**src/rtl/hazard_ctrl.sv**
```systemverilog
// Pipeline hazard controller: load-use bubbles, taken-branch flushes and external
// stalls for the IF/ID and ID/EX registers, with saturating stall/flush counters.
module hazard_ctrl #(
    parameter int LOAD_USE_PENALTY = 1,
    parameter int FLUSH_CYCLES     = 1,
    parameter int CNT_W            = 32
) (
    input  logic             clk,
    input  logic             rst,
    input  logic [4:0]       ifid_rs1,
    input  logic [4:0]       ifid_rs2,
    input  logic [4:0]       idex_rd,
    input  logic             idex_mem_read,
    input  logic             branch_taken,
    input  logic             ext_stall,
    output logic             pc_write,
    output logic             ifid_write,
    output logic             ifid_flush,
    output logic             idex_bubble,
    output logic             idex_hold,
    output logic [1:0]       state,
    output logic [CNT_W-1:0] stall_count,
    output logic [CNT_W-1:0] flush_count
);

    typedef enum logic [1:0] {RUN = 2'd0, LSTALL = 2'd1, FLUSH = 2'd2, ST_BAD = 2'd3} state_t;

    // The entry cycle is itself a penalty cycle, so the counter loads N-2.
    localparam logic [2:0] LU_LOAD = (LOAD_USE_PENALTY > 1) ? 3'(LOAD_USE_PENALTY - 2) : 3'd0;
    localparam logic [2:0] FL_LOAD = (FLUSH_CYCLES > 1)     ? 3'(FLUSH_CYCLES - 2)     : 3'd0;
    localparam logic [CNT_W-1:0] CNT_MAX = {CNT_W{1'b1}};

    state_t     st, st_nxt;
    logic [2:0] pcnt, pcnt_nxt;
    logic       stall_inc, flush_inc;
    logic       hz;

    assign hz = idex_mem_read && (idex_rd != 5'd0) &&
                ((idex_rd == ifid_rs1) || (idex_rd == ifid_rs2));

    assign state = st;

    always_ff @(posedge clk) begin
        if (!rst) begin
            st          <= RUN;
            pcnt        <= 3'd0;
            stall_count <= '0;
            flush_count <= '0;
        end else begin
            st   <= st_nxt;
            pcnt <= pcnt_nxt;
            if (stall_inc && stall_count != CNT_MAX)
                stall_count <= stall_count + CNT_W'(1);
            if (flush_inc && flush_count != CNT_MAX)
                flush_count <= flush_count + CNT_W'(1);
        end
    end

    always_comb begin
        st_nxt    = st;
        pcnt_nxt  = pcnt;
        stall_inc = 1'b0;
        flush_inc = 1'b0;
        if (ext_stall) begin
            // frozen: penalty resumes where it left off
        end else if (branch_taken) begin
            flush_inc = 1'b1;
            st_nxt    = (FLUSH_CYCLES > 1) ? FLUSH : RUN;
            pcnt_nxt  = FL_LOAD;
        end else begin
            case (st)
                RUN: begin
                    if (hz) begin
                        stall_inc = 1'b1;
                        st_nxt    = (LOAD_USE_PENALTY > 1) ? LSTALL : RUN;
                        pcnt_nxt  = LU_LOAD;
                    end
                end
                LSTALL: begin
                    stall_inc = 1'b1;
                    if (pcnt == 3'd0) st_nxt = RUN;
                    else              pcnt_nxt = pcnt - 3'd1;
                end
                FLUSH: begin
                    if (pcnt == 3'd0) st_nxt = RUN;
                    else              pcnt_nxt = pcnt - 3'd1;
                end
                default: begin
                    st_nxt   = RUN;
                    pcnt_nxt = 3'd0;
                end
            endcase
        end
    end

    always_comb begin
        pc_write    = 1'b0;
        ifid_write  = 1'b0;
        ifid_flush  = 1'b0;
        idex_bubble = 1'b0;
        idex_hold   = 1'b0;
        if (!rst) begin
            ifid_flush  = 1'b1;
            idex_bubble = 1'b1;
        end else if (ext_stall) begin
            idex_hold = 1'b1;
        end else if (branch_taken) begin
            pc_write    = 1'b1;
            ifid_write  = 1'b1;
            ifid_flush  = 1'b1;
            idex_bubble = 1'b1;
        end else begin
            case (st)
                RUN: begin
                    if (hz) begin
                        idex_bubble = 1'b1;
                    end else begin
                        pc_write   = 1'b1;
                        ifid_write = 1'b1;
                    end
                end
                LSTALL: idex_bubble = 1'b1;
                FLUSH: begin
                    pc_write    = 1'b1;
                    ifid_write  = 1'b1;
                    ifid_flush  = 1'b1;
                    idex_bubble = 1'b1;
                end
                // Unreachable encoding: hold the front end and bubble until recovered.
                default: idex_bubble = 1'b1;
            endcase
        end
    end

endmodule

```
**config.mk**
```make
export PLATFORM = sky130hd
export DESIGN_NAME = hazard_ctrl
export DESIGN_NICKNAME = d
export VERILOG_FILES = /design/src/rtl/hazard_ctrl.sv
export SDC_FILE = /design/constraint.sdc
export NUM_CORES = 1
export LEC_CHECK = 0
export CAP_MARGIN = 20
export CORE_ASPECT_RATIO = 1.5
export CORE_UTILIZATION = 26
export DETAILED_ROUTE_END_ITERATION = 16
export SETUP_SLACK_MARGIN = 0.15
export SYNTH_ARGS = -nofsm -noshare
export SYNTH_HDL_FRONTEND = slang
export SYNTH_SLANG_ARGS = --single-unit
```
**constraint.sdc**
```tcl
create_clock -name clk -period 2.05 [get_ports clk]
set_input_delay 0.3075 -clock clk [delete_from_list [all_inputs] [get_ports clk]]
set_output_delay 0.3075 -clock clk [all_outputs]
set_load 0.01 [all_outputs]
```
==> results.txt <==
TritonCTS clock tree - yes
Pre-antenna DRT Iters - 4
Worst EP arrival - 2.14 ns
Buf/Inv on CP - 0
Synth top area cells - dfxtp_1 37%, xor2_1 5.8%, nand2_1 4.3%, nor2_1 4.3%, xnor2_1 3.5%
Placer Congestion - 0.8162
H-tree Lvls - 3
Critical Path, Cell by Cell - and4_4 -> nand4_4 -> or3_4 -> or4_4 -> xor2_1 -> nor2_1
R2r startpoint - flush_count[12]
Crit-path max FO - 5
CP Class - reg2reg
Mux contribution to synthesized area - 2.880%
CTS Buf Count - 9
CTS Sinks - 64
Global-route wire length before repair - 17480 um
Setup violations, final - 0
Initial Util - 26.70%
Max Fclk - 518.5 MHz
Endpoint class of the critical path - register
Leading cell types in the layout, fill and taps excluded - 69 x buf_4, 67 x clkdlybuf4s50_1, 40 x nand2_1, 40 x dfxtp_1, 37 x nor2_1
Total power - 2.923 mW
Hold Worst Slack - 0.4931 ns
Die X-Extent - 96.41 um
Die area - 13840 um2
Final core occ - 43.54%
Post-synthesis simple-gate area fraction - 35.49%
Final Critical Period - 1.929 ns
Row Count - 51
Diodes inserted - 0
Die H - 143.6 um
Worst-path clk slew - 0.06 ns
RSZ-0062 raised after global routing - true
Clock tree buffer depth - 2
Skew final - 0.005543 ns
Vias per inst - 5.054
Detailed-route DRC error count - 0
MaxCap Viol Count - 0
Synth cell types - 47
GRT Residual Overflow - 0
Dpl cells - 702
Status - finished, final reports clean
Antenna violation net count after detailed routing - 0
I/O Pins - 91
Pre-CTS setup slack - -0.6743 ns
Number of synthesized flops with an enable pin - 0
Primary FF master, synth - dfxtp_1
Post-DP HPWL - 7987 um
Lkg Pwr - 2.049 nW
Hold Startpoint - stall_count[31]
Area fraction of the dominant cell type after synthesis - 36.86%
Asr flop ratio synth - 0%
Cells after Synth - 419
Filler cells - 1279
CORE AREA - 13020 um2
IO buf count - 88
Vias - 3755
Maximum vdd drop - 0.0004192 V
Synth Area in Compound Gates - 10.44%
Largest family of logic cells by synthesized area - simple AND/OR/NAND/NOR gates
Wire length after detailed routing - 11320 um
Initial antenna violation count - 0
Worst setup margin - 0.1212 ns
Family with the most delay on the worst path - simple AND/OR/NAND/NOR gates
Largest net degree at the start of global routing - 33
# nets final - 601
CP startpoint kind - register
Critical Path Max Stage Delay - 0.48 ns
Clk Latency, worst-skew pair - 0.33 ns
XOR/XNOR Fraction of Synth Area - 9.323%
Critical Path Start - flush_count[12]
Syn Area/Cell - 8.296 um2
Post-Synth Adder-Cell Area - 0.7199%
Hold Path Class - reg2reg
Synth warnings - 0
Critical Path RT - 2.26 ns
Seq/Total Area, Yosys - 36.86%
Area delta synth->final - 63.07%
Commonest non-fill, non-tap cell in the layout - buf_4
Iter 0 DRT Violations - 70
Hold Buf Count CTS - 0
Final Max Slew Viols - 0
Drt wl/cell - 15.24 um
Overall routing resource usage - 16.37%
Synthesized area - 3476 um2
Power per Cell Area - 515.7 nW/um2
Vias in the first global route - 3730
Area leader, netlist - dfxtp_1
Number of synthesized register bits - 64
Layout cells sized above 1 - 32.36%
Final hold vios - 0
Part of the cycle the worst path needs - 94.09%
Post-route insts no fill - 743
CP max-delay cell - or4_4
Clock root buffer - clkbuf_16
timing repair:
action / 4_1_cts / 5_1_grt
setup buffers: 14 / 10
setup endpoints to repair: 42 / 51
resized for setup: 89 / 56
pin swaps: 29 / 33
cloned: 0 / 1
metal layers:
layer / wire length, um / up-vias / global-route usage (%)
li1: - / 1831 / -
met1: 4291 / 1807 / 16.52
met2: 6265 / 95 / 31.62
met3: 519 / 22 / 3.439
met4: 245 / 0 / 6.502
met5: 0 / - / 0
synth_stat cells, types with 2 or more instances:
cell type,instances
o311ai_0,4
nor4_1,11
nand3_1,23
and3_1,9
a21oi_1,19
mux2i_1,10
nor3_1,8
and2_1,4
and4_4,2
nor2b_1,2
or2_2,3
o211ai_1,2
nor4b_1,3
nand4_2,2
o41ai_1,4
nor2_1,40
inv_1,8
nand4b_1,2
buf_4,4
buf_2,2
or4_1,9
o21ai_0,12
xnor2_1,14
or3_1,15
nand4_1,18
and4_1,7
xor2_1,23
buf_6,2
nand2b_1,13
nor3_2,4
clkbuf_1,14
dfxtp_1,64
nand2_1,40
ha_1,2
o31ai_1,8
state kept, by name, summed over array words and instances (netlist names):
register / cells
flush_count: 32
stall_count: 32
worst register-to-register path, delay by kind of cell (launching register included):
family           cells  cell delay, ns
AND/OR/NAND/NOR      5            1.29
flip-flops           1            0.37
XOR/XNOR             1            0.16
cell type report:
| class | count | area (um2) | area share (%) |
|---|---|---|---|
| well taps | 159 | 198.9 | 3.510 |
| inverters | 8 | 30.03 | 0.5298 |
| clock inverters | 7 | 62.56 | 1.104 |
| multi-input cells | 326 | 2305 | 40.66 |
| repair buffers | 170 | 1510 | 26.64 |
| flip-flops and latches | 64 | 1336 | 23.58 |
| clock buffers | 9 | 225.2 | 3.974 |
final timing paths:
kind,end,slack (ns),cells past startpoint
max,flush_count[21],0.12,6
min reg2reg,stall_count[31],0.49,2
max reg2reg,flush_count[21],0.12,6
min,stall_count[31],0.49,2
logic make-up after synthesis:
family          after synthesis
xor+xnor                     37
flops                        64
simple gates                219
compound gates               56
fa+ha+maj                     2
mux                          10
buf+inv                      30
other cells                   1
per-stage QoR:
step,TNS [ns],area [um2]
2_1_floorplan,0,3535
3_5_place_dp,-17.91,4933
4_1_cts,0,5428
6_report,0,5668
5_1_grt,0,5668
3_3_place_gp,-15.90,4933
power breakdown:
part	switching, mW	internal, mW
registers	0.00368	1.23
logic	0.100	0.0882
clock network	0.567	0.929
Note: power is estimated with default switching activity, not from simulation.
